File: src/rtl/uart_rx.sv
// uart_rx: 8N1 UART receiver with a 4x-oversampling baud tick generator
module uart_rx #(
    parameter int CLK_HZ = 50_000_000,
    parameter int BAUD   = 115200,
    parameter int OSR    = 4,
    parameter int DIV    = CLK_HZ / (BAUD * OSR)
) (
    input  logic       clk,
    input  logic       reset,
    input  logic       rx,
    output logic       tick,
    output logic [7:0] rx_byte,
    output logic       rdy,
    output logic       frame_err
);
    localparam int DW = (DIV > 1) ? $clog2(DIV) : 1;

    typedef enum logic [1:0] {IDLE, START, DATA, STOP} state_e;

    state_e        state_q, state_d;
    logic [DW-1:0] div_q, div_d;
    logic [1:0]    cnt_q, cnt_d;
    logic [2:0]    bit_q, bit_d;
    logic [7:0]    shift_q, shift_d, byte_q, byte_d;
    logic          rdy_q, rdy_d, ferr_q, ferr_d;
    logic          tick_q, s1_q, s2_q;

    always_comb begin
        state_d = state_q;
        cnt_d   = cnt_q;
        bit_d   = bit_q;
        shift_d = shift_q;
        byte_d  = byte_q;
        rdy_d   = 1'b0;
        ferr_d  = 1'b0;
        div_d   = (div_q == DW'(DIV - 1)) ? '0 : div_q + 1'b1;
        if (tick_q) begin
            case (state_q)
                IDLE: if (!s2_q) begin
                    state_d = START;
                    cnt_d   = 2'd0;
                end
                START: if (cnt_q == 2'd1) begin
                    state_d = s2_q ? IDLE : DATA;
                    cnt_d   = 2'd0;
                    bit_d   = 3'd0;
                end else cnt_d = cnt_q + 2'd1;
                DATA: if (cnt_q == 2'd3) begin
                    shift_d = {s2_q, shift_q[7:1]};
                    cnt_d   = 2'd0;
                    bit_d   = bit_q + 3'd1;
                    state_d = (bit_q == 3'd7) ? STOP : DATA;
                end else cnt_d = cnt_q + 2'd1;
                STOP: if (cnt_q == 2'd3) begin
                    // Leave mid stop bit so a following start edge is not missed
                    state_d = IDLE;
                    byte_d  = s2_q ? shift_q : byte_q;
                    rdy_d   = s2_q;
                    ferr_d  = !s2_q;
                end else cnt_d = cnt_q + 2'd1;
                default: state_d = IDLE;
            endcase
        end
    end

    always_ff @(posedge clk) begin
        if (reset) begin
            state_q <= IDLE;
            div_q   <= '0;
            cnt_q   <= 2'd0;
            bit_q   <= 3'd0;
            shift_q <= 8'h00;
            byte_q  <= 8'h00;
            rdy_q   <= 1'b0;
            ferr_q  <= 1'b0;
            tick_q  <= 1'b0;
            s1_q    <= 1'b1;
            s2_q    <= 1'b1;
        end else begin
            state_q <= state_d;
            div_q   <= div_d;
            cnt_q   <= cnt_d;
            bit_q   <= bit_d;
            shift_q <= shift_d;
            byte_q  <= byte_d;
            rdy_q   <= rdy_d;
            ferr_q  <= ferr_d;
            tick_q  <= (div_q == DW'(DIV - 1));
            s1_q    <= rx;
            s2_q    <= s1_q;
        end
    end

    assign tick      = tick_q;
    assign rx_byte   = byte_q;
    assign rdy       = rdy_q;
    assign frame_err = ferr_q;
endmodule

File: config.mk
export PLATFORM = sky130hd
export DESIGN_NAME = uart_rx
export DESIGN_NICKNAME = d
export VERILOG_FILES = /design/src/rtl/uart_rx.sv
export SDC_FILE = /design/constraint.sdc
export NUM_CORES = 1
export LEC_CHECK = 0
export BUFFER_PORTS_ARGS = -buffer_cell sky130_fd_sc_hd__buf_4
export CORE_MARGIN = 4
export CORE_UTILIZATION = 42
export DETAILED_ROUTE_END_ITERATION = 7
export GPL_TIMING_DRIVEN = 0
export PLACE_DENSITY = 0.6
export SLEW_MARGIN = 40
export SYNTH_ARGS = -nofsm -noshare
export SYNTH_HDL_FRONTEND = slang
export SYNTH_SLANG_ARGS = --single-unit
File: constraint.sdc
create_clock -name clk -period 1.3 [get_ports clk]
set_clock_uncertainty 0.1 [all_clocks]
set_input_delay 0.26 -clock clk [delete_from_list [all_inputs] [get_ports clk]]
set_output_delay 0.26 -clock clk [all_outputs]
set_load 0.01 [all_outputs]
==> metrics.md <==
| Metric | Value |
|---|---|
| Status | complete, but fails checks |
| Failing checks | negative setup slack |
| Final Util | 0.6216 |
| Post-Syn Instances | 180 |
| Max Clk Rate | 722.8 MHz |
| DR WL/cell | 14.22 um |
| Worst-case reg-to-reg path depth | 3 |
| Cell taking the most area after synthesis | dfxtp_1 |
| DP HPWL | 2.151 mm |
| CP peak stage delay | 0.40 ns |
| Final RePlAce weighted congestion | approximately 0.8 |
| Critical path type | flop to flop |
| Syn avg cell area | 8.689 um^2 |
| Synthesized cell area | between 1500 and 2000 um^2 |
| Hold Path Depth | 2 |
| Area of the multi-input gates | 996.0 um^2 |
| R2r endpoint | cnt_q[1] |
| Synth warn | 0 |
| Fillers | 288 |
| Leakage | 0.8119 nW |
| Starting Density | 0.4509 |
| Die W | roughly 70 um |
| Die height | 69.03 um |
| Core area | around 3500 um^2 |
| Number of synthesized flops with an enable pin | 0 |
| Drt initial violations | 69 |
| Switch share | 0.2197 |
| Area growth from synthesis to final layout | 37.84% |
| Setup crit end kind | flop |
| Overall power | 2.147 mW |
| # diodes | 0 |
| Crit path DAT | 1.47 ns |
| CTS tree | yes |
| Seq pwr share | 0.505 |
| Slew Viols, Final | 0 |
| Startpoint types | flop |
| TritonRoute pass-1 iters | 4 |
| Die area | 4764 um^2 |
| Vias in the first global route | between 1,000 and 1,500 |
| Hold Path Sink | s1_q |
| Reg2reg setup slack | -0.08 ns |
| RSZ-0062 raised after global routing | true |
| Synth cell types | 42 |
| Max-cap violations | 0 |
| VDD IR max | 0.6504 mV |
| Clock latency on the worst-skew pair | 0.29 ns |
| Clock Sinks | 35 |
| Worst Tran Pin Value | ~0.46 ns |
| Layout net count | 218 |
| Hold crit path type | input pin to flop |
| Synth top area cells | dfxtp_1 45%, a21oi_1 6.7%, ha_1 5.6%, nand2_1 4.8%, nand3_1 4.8% |
| CP required | around 1.4 ns |
| H-tree Lvls | 2 |
| FP Rows | 21 |
| Synthesized Nets | 190 |
| Port bufs | 13 |
| FF+latch area | 724.4 um^2 |
| Worst hold start | rx |
| Worst path cell trace | or3b_4 -> nand3_2 -> mux2_4 |
| CTS buffer count | 5 |
| Total grt overflow | 0 |
| DR vias | 1,373 |
| Top-area cell type share of the netlist area | 0.4480 |
| Clk pin slew, worst setup/hold paths | 0.08 ns |
| # IOs | 14 |
| Switching Power | 0.4717 mW |
| Initial antenna violation count | 0 |
| Pint | around 1.7 mW |
| Critical-path top delay cell | or3b_4 |
| Setup ws final | -0.08357 ns |
| CTS max path bufs | 2 |
| GRT Overall Usage | 0.1428 |
| Setup-failing EPs final | 22 |
| Seq/Total Area, Yosys | 0.4480 |
| Clock root buffer | clkbuf_8 |
| Hold Fails Final Rpt | 0 |
| PD cells | 996.0 nW/um^2 |
| Crit path time final | 1.384 ns |
| Ys async rst share | 0 |
| Slew headroom | 0.6942 |
| Gate power share | 0.034 |
| Layout cells sized above 1 | 0.4545 |
| Period utilization | 1.064 |
| RR Startpoint | s2_q |
| Largest net degree at the start of global routing | 13 |
| First-pass GRT wire length | ~5.7 mm |
| Post-route ant nets | 0 |
| Ys flop type | dfxtp_1 |
| Crit path max fanout | 5 |
| Flops & latches, synth | 35 |
| Via/cell ratio | 5.384 |
| Final wirelength | ~3.6 mm |
| Drc violations | 0 |
| Clock Power Share | 0.461 |
cell usage in the layout, fill, tap and decap left out, types with 4 or more instances in the layout:
master    instances
dfxtp_1          24
buf_4            21
nand3_1          11
a21oi_1          11
a21oi_2          10
nor2_1            9
nand2_1           9
nand2_2           8
o21ai_0           7
dfxtp_2           7
buf_6             5
nor2b_1           5
nand3b_1          5
clkbuf_8          5
inv_1             4
nand2b_1          4
ha_4              4
dfxtp_4           4
logic make-up (layout without fill, tap and decap cells):
family                   after synthesis  in the layout  share of synthesized area
buffers and inverters                 17             46                    0.04719
AO/OA/AOI/OAI                         39             39                     0.1472
XOR/XNOR                               3              3                    0.01680
AND/OR/NAND/NOR                       75             75                     0.2584
adder cells (fa/ha/maj)                7              7                    0.05600
multiplexers                           4              4                    0.02640
flip-flops                            35             35                     0.4480
synthesized netlist by cell type, types with 2 or more instances:
master / count
nand2b_1: 4
nand3b_1: 5
or2_2: 3
ha_1: 7
nand2_1: 20
o21ai_0: 9
nor2b_1: 5
nor3_1: 3
clkbuf_1: 3
a21oi_1: 21
mux2i_1: 3
buf_2: 5
nand3_1: 15
inv_1: 6
xnor2_1: 2
nor2_1: 9
dfxtp_1: 35
area by class of cell:
cell class,count,area share
clock inverter,3,0.02031
inverter,7,0.01335
sequential,35,0.3360
tap,46,0.02670
multi-input combinational,128,0.4620
timing repair buffer,21,0.07661
buffer,10,0.03308
clock buffer,5,0.03192
flip-flops by register name, indices dropped and copies added (netlist names), 2 cells and up, named ones only:
signal   flops
bit_q        3
cnt_q        2
div_q        7
rx_byte      8
shift_q      8
power by group through the flow:
stage          Clock, mW  Sequential (mW)  Combinational [mW]
4_1_cts            0.999             1.08              0.0660
6_report           0.990             1.08              0.0730
3_3_place_gp           0             1.12              0.0617
3_5_place_dp           0             1.12              0.0625
5_1_grt             1.04             1.09              0.0825
2_1_floorplan          0             1.11              0.0459
through the flow:
stage	TNS, ns	hold slack (ns)	setup WS [ns]	instances	area [um^2]
after floorplan	-0.02426	0.2638	-0.02426	180	1583
after global placement	-3.270	0.2923	-0.1900	239	1738
after detailed placement	-3.981	0.2940	-0.2104	239	1738
after CTS	-0.4121	0.04918	-0.06217	253	2023
after global routing	-2.334	0.05249	-0.1615	255	2156
final	-0.8109	0.05257	-0.08357	255	2156
what timing repair did:
| action | in CTS | in global routing |
|---|---|---|
| hold buffers | 0 | 0 |
| setup endpoints to repair | 30 | 31 |
| resized for setup | 36 | 36 |
| hold endpoints to repair | 0 | 0 |
| buffers inserted | 6 | 2 |
| pin swaps | 12 | 18 |
critical path, delay by kind of cell (launching register included):
family / cells / cell delay (ns)
muxes: 1 / 0.30
DFF: 1 / 0.37
and+or+nand+nor: 2 / 0.51
worst max path at each step:
stage | from | to | slack [ns] | cells after the start
after floorplan | state_q[0] | cnt_q[1] | -0.02 | 3
after global placement | reset | tick | -0.19 | 5
after detailed placement | reset | div_q[4] | -0.21 | 5
after CTS | cnt_q[1] | flop | -0.06 | 5
after global routing | cnt_q[0] | shift_q[7] | -0.16 | 5
final | s2_q | cnt_q[1] | -0.08 | 3
layer usage:
layer / global-route usage / vias to the layer above / wire length (um)
met1: 0.1694 / 660 / 1584
met4: 0.06074 / 0 / 69
li1: - / 682 / -
met2: 0.2373 / 22 / 1841
met5: 0 / - / 0
met3: 0.04360 / 9 / 131
Note: power is estimated with default switching activity, not from simulation.
